$ cat config.mk
export PLATFORM = sky130hd
export DESIGN_NAME = ram_sweep_ctrl_flat
export DESIGN_NICKNAME = d
export VERILOG_FILES = /design/src/rtl/ram_sweep_ctrl_if.sv /design/src/rtl/ram_sweep_ctrl.sv /design/src/flat_wrapper.sv
export SDC_FILE = /design/constraint.sdc
export NUM_CORES = 1
export LEC_CHECK = 0
export CAP_MARGIN = 5
export CORE_AREA = 2 2 81 83
export CTS_CLUSTER_SIZE = 40
export DETAILED_ROUTE_END_ITERATION = 16
export DIE_AREA = 0 0 83 85
export GPL_TIMING_DRIVEN = 0
export PLACE_DENSITY_LB_ADDON = 0.05
export SYNTH_ARGS = -nofsm -noshare
export SYNTH_HDL_FRONTEND = slang
export SYNTH_SLANG_ARGS = --single-unit
export TNS_END_PERCENT = 30
$ cat constraint.sdc
create_clock -name clk -period 2.3 [get_ports clk]
set_clock_uncertainty 0.2 [all_clocks]
set_input_delay 0.575 -clock clk [delete_from_list [all_inputs] [get_ports clk]]
set_output_delay 0.575 -clock clk [all_outputs]
set_load 0.05 [all_outputs]
$ cat src/rtl/ram_sweep_ctrl_if.sv
// RAM-side port bundle of the sweep controller: one write port and one
// registered read port of a 1R/1W synchronous RAM.
`ifndef ADDR_LEN
`define ADDR_LEN 5
`endif
`ifndef DATA_LEN
`define DATA_LEN 32
`endif

interface ram_sweep_ctrl_if #(
    parameter int BRAM_ADDR_WIDTH = `ADDR_LEN,
    parameter int BRAM_DATA_WIDTH = `DATA_LEN
);
    logic [BRAM_ADDR_WIDTH-1:0] waddr;
    logic [BRAM_DATA_WIDTH-1:0] wdata;
    logic                       we;
    logic [BRAM_ADDR_WIDTH-1:0] raddr;
    logic [BRAM_DATA_WIDTH-1:0] rdata;

    modport master (
        output waddr, wdata, we, raddr,
        input  rdata
    );

    modport slave (
        input  waddr, wdata, we, raddr,
        output rdata
    );
endinterface

$ cat src/rtl/ram_sweep_ctrl.sv
// Fills every RAM entry with a latched value, then optionally reads the
// array back and records the address of the first entry that disagrees.
`ifndef ADDR_LEN
`define ADDR_LEN 5
`endif
`ifndef DATA_LEN
`define DATA_LEN 32
`endif

module ram_sweep_ctrl #(
    parameter int BRAM_ADDR_WIDTH = `ADDR_LEN,
    parameter int BRAM_DATA_WIDTH = `DATA_LEN,
    parameter int DATA_DEPTH      = 32
) (
    input  logic                       clk,
    input  logic                       reset,
    input  logic                       start,
    input  logic [BRAM_DATA_WIDTH-1:0] fill,
    input  logic                       verify_en,
    output logic                       busy,
    output logic                       done,
    output logic                       error,
    output logic [BRAM_ADDR_WIDTH-1:0] err_addr,
    ram_sweep_ctrl_if.master           ram
);
    localparam logic [BRAM_ADDR_WIDTH-1:0] LAST = BRAM_ADDR_WIDTH'(DATA_DEPTH - 1);
    localparam logic [BRAM_ADDR_WIDTH-1:0] ONE  = BRAM_ADDR_WIDTH'(1);

    typedef enum logic [2:0] {IDLE, WRITE, READ, DRAIN, DONE} state_t;

    state_t                     state_q, state_d;
    logic [BRAM_ADDR_WIDTH-1:0] cnt_q, cnt_d;
    logic [BRAM_DATA_WIDTH-1:0] fill_q;
    logic                       ver_q;
    logic                       cmp_v_q;
    logic [BRAM_ADDR_WIDTH-1:0] cmp_addr_q;
    logic                       error_q;
    logic [BRAM_ADDR_WIDTH-1:0] err_addr_q;
    logic                       start_acc;
    logic                       mismatch;

    always_comb begin
        state_d   = state_q;
        cnt_d     = cnt_q;
        start_acc = 1'b0;
        unique case (state_q)
            IDLE: begin
                if (start) begin
                    state_d   = WRITE;
                    cnt_d     = '0;
                    start_acc = 1'b1;
                end
            end
            WRITE: begin
                if (cnt_q == LAST) begin
                    state_d = ver_q ? READ : DONE;
                    cnt_d   = '0;
                end else begin
                    cnt_d = cnt_q + ONE;
                end
            end
            READ: begin
                if (cnt_q == LAST) begin
                    state_d = DRAIN;
                    cnt_d   = '0;
                end else begin
                    cnt_d = cnt_q + ONE;
                end
            end
            DRAIN: begin
                state_d = DONE;
                cnt_d   = '0;
            end
            DONE: begin
                state_d = IDLE;
                cnt_d   = '0;
            end
            default: begin
                state_d = IDLE;
                cnt_d   = '0;
            end
        endcase
    end

    // RAM port and status outputs decode straight from state and counter.
    always_comb begin
        ram.we    = 1'b0;
        ram.waddr = '0;
        ram.wdata = '0;
        ram.raddr = '0;
        busy      = (state_q != IDLE);
        done      = (state_q == DONE);
        if (state_q == WRITE) begin
            ram.we    = 1'b1;
            ram.waddr = cnt_q;
            ram.wdata = fill_q;
        end
        if (state_q == READ) begin
            ram.raddr = cnt_q;
        end
    end

    // rdata belongs to the address issued one cycle earlier, held in cmp_addr_q.
    assign mismatch = cmp_v_q && (ram.rdata != fill_q) && !error_q;

    always_ff @(posedge clk) begin
        if (reset) begin
            state_q    <= IDLE;
            cnt_q      <= '0;
            ver_q      <= 1'b0;
            cmp_v_q    <= 1'b0;
            error_q    <= 1'b0;
            err_addr_q <= '0;
        end else begin
            state_q <= state_d;
            cnt_q   <= cnt_d;
            cmp_v_q <= (state_q == READ);
            if (start_acc) begin
                ver_q      <= verify_en;
                error_q    <= 1'b0;
                err_addr_q <= '0;
            end else if (mismatch) begin
                error_q    <= 1'b1;
                err_addr_q <= cmp_addr_q;
            end
        end
    end

    always_ff @(posedge clk) begin
        cmp_addr_q <= cnt_q;
        if (start_acc) begin
            fill_q <= fill;
        end
    end

    assign error    = error_q;
    assign err_addr = err_addr_q;

endmodule

$ cat src/flat_wrapper.sv
// flat-port wrapper written by rule: the top's interface ports become plain ports
module ram_sweep_ctrl_flat 
#(
    parameter int BRAM_ADDR_WIDTH = `ADDR_LEN,
    parameter int BRAM_DATA_WIDTH = `DATA_LEN,
    parameter int DATA_DEPTH      = 32
)
  (clk, reset, start, fill, verify_en, busy, done, error, err_addr, ram_waddr, ram_wdata, ram_we, ram_raddr, ram_rdata);
  ram_sweep_ctrl_if #(.BRAM_ADDR_WIDTH(BRAM_ADDR_WIDTH), .BRAM_DATA_WIDTH(BRAM_DATA_WIDTH)) ram_i ();
  input  logic clk;
  input  logic reset;
  input  logic start;
  input  logic [BRAM_DATA_WIDTH-1:0] fill;
  input  logic verify_en;
  output logic busy;
  output logic done;
  output logic error;
  output logic [BRAM_ADDR_WIDTH-1:0] err_addr;
  output wire logic [$bits(ram_i.waddr)-1:0] ram_waddr;
  output wire logic [$bits(ram_i.wdata)-1:0] ram_wdata;
  output wire logic [$bits(ram_i.we)-1:0] ram_we;
  output wire logic [$bits(ram_i.raddr)-1:0] ram_raddr;
  input wire logic [$bits(ram_i.rdata)-1:0] ram_rdata;
  assign ram_waddr = ram_i.waddr;
  assign ram_wdata = ram_i.wdata;
  assign ram_we = ram_i.we;
  assign ram_raddr = ram_i.raddr;
  assign ram_i.rdata = ram_rdata;
  ram_sweep_ctrl #(.BRAM_ADDR_WIDTH(BRAM_ADDR_WIDTH), .BRAM_DATA_WIDTH(BRAM_DATA_WIDTH), .DATA_DEPTH(DATA_DEPTH)) u_core (.clk(clk), .reset(reset), .start(start), .fill(fill), .verify_en(verify_en), .busy(busy), .done(done), .error(error), .err_addr(err_addr), .ram(ram_i));
endmodule
==> flow_summary_export.csv, run 1 <==
group,metric,value,unit
die,core,6200,um^2
synthesis,synth_compound_area_share,2.66,%
setup_path,endpoint_kind,"output port",
synthesis,synth-xor-area-share,12.8,%
clock_network,max-clock-path-buffers,2,
timing,hold_viol_final,0,
place,routabilityCongestion,0.761,
clock_network,cts_tree,"built",
setup_path,worstSetupPathType,"reg -> out",
die,die_w,83,um
routing,via_per_inst,4.67,
synthesis,syn_inst,207,
synthesis,syn_avg_cell_area,11.6,um^2
die,initial_core_util,38.7,%
routing,antenna_left,0,
setup_path,worst-r2r-setup-slack,0.38,ns
layout,antenna_cells,0,
die,io_pins,119,
clock_network,cts_made_buffers,5,
timing,slew_headroom,64.3,%
synthesis,synth_cell_types,31,
layout,drive_above_1_share,27.2,%
outcome,violations,"negative setup slack",
layout,fin_nets,407,
timing,fin_crit_sh,100,%
global_routing,grtUsageTotal,17.2,%
routing,drt_pass1_iterations,5,
clock_network,clock-sinks,53,
setup_path,crit_end,"ram_wdata[13]",
global_routing,grt_start_max_net_pins,35,
hold_path,hp-class,"reg -> reg",
synthesis,synth_edf_count,32,
timing,fin_crit,2.30,ns
power,power_density,549,nW/um^2
place,dpl_worst_slack,-0.766,ns
setup_path,start_kind,"flip-flop",
timing,layout_setup_ws,-0.00488,ns
routing,drt_iter0_markers,86,
synthesis,synth_seq_cells,53,
clock_network,hold_buffers,0,
global_routing,antenna_found_initial,0,
clock_network,clock_latency,0.31,ns
synthesis,synth_area,2400,um^2
timing,setup_viol,5,
setup_path,r2r_end,"u_core.cnt_q[0]",
timing,rsz0062_at_grt,"true",
layout,syn2layout_area_growth,67.4,%
synthesis,synth_async_sr_flop_share,0,%
synthesis,synth_top_family_by_area,"simple AND/OR/NAND/NOR gates",
timing,fmax,434,MHz
routing,vias,1938,
routing,remaining_drc_errors,0,
global_routing,grt_pass1_wl,9630,um
run,drv_cap,0,
clock_network,clk_pin_slew,0.09,ns
synthesis,synth_seq_area_share,57.5,%
setup_path,cp.required,1.52,ns
power,leakagePower,1.55,nW
synthesis,synthAdderAreaFrac,1.04,%
clock_network,htreeDepth,2,
routing,wirelength,6100,um
setup_path,regToRegStartpoint,"u_core.cnt_q[0]",
die,die_area,7060,um^2
layout,fin_util,64.8,%
synthesis,synth_nets,277,
routing,routedWlPerCell,14.7,um
setup_path,crit_fanout,5,
power,peakVddDrop,330,uV
timing,worst_pin_slew,0.535,ns
timing,holdWs,0.215,ns
synthesis,yosys-mux-area-fraction,2.50,%
die,fp.dieH,85,um
place,hpwl,4450,um
synthesis,synth_ff_type,"edfxtp_1",
place,numPortBuffers,118,
outcome,status,"finished with violations",
synthesis,yosys_warnings,0,
setup_path,cp.arrival,1.53,ns
timing,slew_violations,0,
clock_network,clockRootBuffer,"clkbuf_8",
setup_path,worstRegToRegCells,8,
global_routing,grt_pass1_vias,1925,
global_routing,grt_overflow_total,0,
setup_path,critPathLaunch,"u_core.state_q[1]",
die,core.rowCount,29,
synthesis,synth-simple-area-share,22.0,%
per-layer routing:
| metal | track usage [%] | vias up | share of wire, % |
|---|---|---|---|
| li1 | - | 960 | - |
| met5 | 0 | - | 0 |
| met2 | 30.2 | 69 | 52 |
| met1 | 20.6 | 901 | 41 |
| met3 | 4.67 | 8 | 5.9 |
| met4 | 5.66 | 0 | 1.7 |
metrics by stage:
stage	power [mW]	cells	TNS, ns	area, um^2
after floorplan	1.34	207	-0.201	2410
after global placement	1.55	402	-53.26	3690
after detailed placement	1.55	402	-32.93	3690
after CTS	2.21	414	-0.443	3940
after global routing	2.29	415	-2.43	4020
final	2.21	415	-0.0140	4020
cells by family after synthesis:
kind of cell / count (synthesis)
XOR/XNOR: 35
AO/OA/AOI/OAI: 10
adder cells (fa/ha/maj): 2
flip-flops: 53
AND/OR/NAND/NOR: 93
buffers and inverters: 8
multiplexers: 6
area by class of cell:
cell class / instances / area, um^2
clock buffers: 7 / 108
multi-input cells: 146 / 1050
inverters: 2 / 7.51
flip-flops and latches: 53 / 1390
clock inverters: 1 / 6.26
plain buffers: 4 / 43.8
well taps: 77 / 96.3
fillers: 488 / 2180
repair buffers: 125 / 1320
worst min path at each step:
stage	startpoint	endpoint	slack, ns	depth (start not counted)
finish	u_core.cnt_q[4]	u_core.cmp_addr_q[4]	0.21	0
global route	u_core.cnt_q[4]	u_core.cmp_addr_q[4]	0.23	0
floorplan	u_core.cnt_q[4]	u_core.cmp_addr_q[4]	0.17	0
detailed placement	u_core.cnt_q[4]	u_core.cmp_addr_q[4]	0.20	0
global placement	u_core.cnt_q[4]	u_core.cmp_addr_q[4]	0.18	0
CTS	u_core.cnt_q[4]	u_core.cmp_addr_q[4]	0.21	0
sequential cells by signal, summed over array words and instances, names as in the netlist:
register and flops:
u_core.cmp_addr_q 5, u_core.cmp_v_q 1, u_core.cnt_q 5, u_core.err_addr 5
u_core.error 1, u_core.fill_q 32, u_core.state_q 3, u_core.ver_q 1
where the power goes:
group          internal (mW)  switching [mW]
Clock                  0.311           0.307
Combinational          0.265           0.244
Sequential              1.05          0.0274
Total                   1.63           0.578
Yosys cell counts (2+ instances only):
master     n  share of area, %
nor4_2     2               1.0
nor2_1    12               1.9
nand2b_1   4               1.0
clkbuf_1   2              0.31
and2_1    42                11
o21ai_0    2              0.42
a21oi_1    3              0.63
nand4_1    9               2.3
buf_2      3              0.63
mux2i_1    6               2.5
xnor2_1   33                12
nand2_1   16               2.5
dfxtp_1   21                18
edfxtp_1  32                40
ha_1       2               1.0
inv_1      2              0.31
xor2_1     2              0.73
worst max-delay path: stages, from the launching register on:
cell and delay [ns]:
dfxtp_4 0.36, nand2b_4 0.15, nor2_4 0.18, buf_6 0.14, buf_6 0.11, and2_4 0.14, buf_8 0.13
cells in the final DEF (no fill, tap or decap), drive strengths merged, types with 2 or more instances in the layout:
| master | n |
|---|---|
| a21oi | 4 |
| and2 | 43 |
| buf | 51 |
| clkbuf | 11 |
| clkdlybuf4s50 | 71 |
| dfxtp | 21 |
| dlymetal6s2s | 2 |
| edfxtp | 32 |
| ha | 2 |
| inv | 3 |
| mux2i | 6 |
| nand2 | 16 |
| nand2b | 4 |
| nand4 | 9 |
| nor2 | 13 |
| nor3 | 2 |
| nor4 | 2 |
| o21ai | 2 |
| xnor2 | 33 |
| xor2 | 2 |
what timing repair did:
action / 4_1_cts / 5_1_grt
endpoints found under the setup margin: 45 / 52
setup buffers: 4 / 2
cloned: 1 / 1
pin swaps: 10 / 1
gates resized for setup: 322 / 32
Power figures use the tool's default switching activity.
==> run 2, diff against run 1 <==
CTS_BUF_LIST = sky130_fd_sc_hd__clkbuf_16   (was unset)
==> flow_summary_export.csv, run 2 (synthesized netlist as in run 1, its figures left out) <==
group,metric,value,unit
layout,syn2layout_area_growth,70.0,%
global_routing,grt_start_max_net_pins,35,
setup_path,endpoint_kind,"output port",
layout,fin_nets,412,
power,leakagePower,1.56,nW
clock_network,clockRootBuffer,"clkbuf_16",
setup_path,crit_fanout,10,
die,io_pins,119,
die,die_area,7060,um^2
clock_network,htreeDepth,2,
place,numPortBuffers,118,
setup_path,path_cells,"nand2b_4 -> nor2_4 -> buf_4 -> buf_6 -> and2_1 -> buf_6",
timing,fin_crit,2.35,ns
setup_path,cpPeakStageDelay,0.36,ns
routing,vias,1952,
routing,drt_iter0_markers,65,
clock_network,cts_made_buffers,5,
power,power_density,584,nW/um^2
setup_path,worstSetupPathType,"reg -> out",
clock_network,max-clock-path-buffers,2,
timing,hold_viol_final,0,
timing,worst_pin_slew,0.531,ns
die,die_w,83,um
global_routing,antenna_found_initial,0,
routing,wirelength,6200,um
setup_path,start_kind,"flip-flop",
place,routabilityCongestion,0.761,
setup_path,cp.arrival,1.58,ns
setup_path,crit_slowest_cell,"dfxtp_4",
setup_path,cp.required,1.52,ns
layout,drive_above_1_share,28.0,%
layout,final_common_cell,"clkdlybuf4s50_1",
timing,finalSetupTns,-0.634,ns
layout,largest_reg_flops,32,
place,dpl_worst_slack,-0.766,ns
timing,fin_crit_sh,102,%
die,initial_core_util,38.7,%
clock_network,clk_pin_slew,0.06,ns
place,hpwl,4450,um
clock_network,clock-sinks,53,
timing,slew_headroom,64.5,%
timing,setup_viol,31,
clock_network,cts_tree,"built",
timing,rsz0062_at_grt,"true",
run,drv_cap,0,
layout,largest-register,"u_core.fill_q",
routing,drt_pass1_iterations,4,
hold_path,hp-class,"reg -> reg",
global_routing,grt_pass1_wl,9130,um
layout,fin_util,65.8,%
die,fp.dieH,85,um
clock_network,clock_latency,0.29,ns
timing,slew_violations,0,
setup_path,crit_path_frequent_cell,"buf_6",
global_routing,grt_pass1_vias,1803,
routing,routedWlPerCell,14.8,um
routing,via_per_inst,4.65,
timing,layout_setup_ws,-0.0535,ns
outcome,status,"finished with violations",
place,post-place-cells,402,
die,core,6200,um^2
power,peakVddDrop,333,uV
layout,most-common-layout-cells,"clkdlybuf4s50_1, xnor2_1, edfxtp_1, and2_1, buf_6",
routing,remaining_drc_errors,0,
global_routing,grt_overflow_total,0,
layout,instances_no_fill,420,
die,core.rowCount,29,
timing,fmax,425,MHz
layout,antenna_cells,0,
outcome,violations,"negative setup slack",
power,power,2.38,mW
global_routing,grtUsageTotal,16.4,%
routing,antenna_left,0,
## run 2: cell count changes in the layout (fill, tap and decap cells not counted), sizes merged
cell           before  now
clkdlybuf4s15       1    0
clkinv              0    1
clkbuf             11    8
clkdlybuf4s50      71   73
dlymetal6s2s        2    0
buf                51   59
## run 2: area by class of cell
| cell class | count | area, um^2 |
|---|---|---|
| fillers | 479 | 2120 |
| plain buffers | 5 | 50.0 |
| clock buffers | 6 | 150 |
| multi-input cells | 146 | 1050 |
| repair buffers | 129 | 1330 |
| inverters | 2 | 7.51 |
| flip-flops and latches | 53 | 1390 |
| clock inverters | 2 | 10.0 |
| well taps | 77 | 96.3 |
## run 2: per-stage QoR
stage / area, um^2 / hold WS (ns)
after floorplan: 2410 / 0.171
after global placement: 3690 / 0.185
after detailed placement: 3690 / 0.199
after CTS: 3750 / 0.208
after global routing: 4080 / 0.227
final: 4080 / 0.211
## run 2: report_power, final
group	internal, mW	total, mW	leakage [nW]	switching (mW)
Sequential	1.05	1.08	0.476	0.0273
Combinational	0.270	0.517	1.00	0.247
Clock	0.466	0.786	0.0800	0.320
Total	1.79	2.38	1.56	0.594
## run 2: timing repair
item	in CTS	in global routing
buffers inserted	0	8
hold buffers	0	0
pin swaps	0	3
endpoints found under the hold margin	0	0
gates resized for setup	267	87
setup endpoints to repair	49	44
gates cloned	0	3
## run 2: path summary, 6_finish.rpt
| kind | cells past startpoint | to | from | slack, ns |
|---|---|---|---|---|
| min reg2reg | 0 | u_core.cmp_addr_q[4] | u_core.cnt_q[4] | 0.21 |
| max | 6 | ram_wdata[26] | u_core.state_q[1] | -0.05 |
| max reg2reg | 8 | u_core.cnt_q[0] | u_core.cnt_q[0] | 0.39 |
| min | 0 | u_core.cmp_addr_q[4] | u_core.cnt_q[4] | 0.21 |
## run 2: worst max-delay path: cells and delay by family, from the launching register on
family / cells / cell delay [ns]
buf+inv: 3 / 0.43
flops: 1 / 0.36
simple gates: 3 / 0.49
## run 2: layer usage
layer / wire length, um / global-route usage, % / share of wire (%) / vias up
met1: 2520 / 20.0 / 41 / 903
met2: 3240 / 28.7 / 52 / 69
li1: - / - / - / 973
met3: 373 / 4.18 / 6.0 / 7
met5: 0 / 0 / 0 / -
met4: 72 / 4.92 / 1.2 / 0
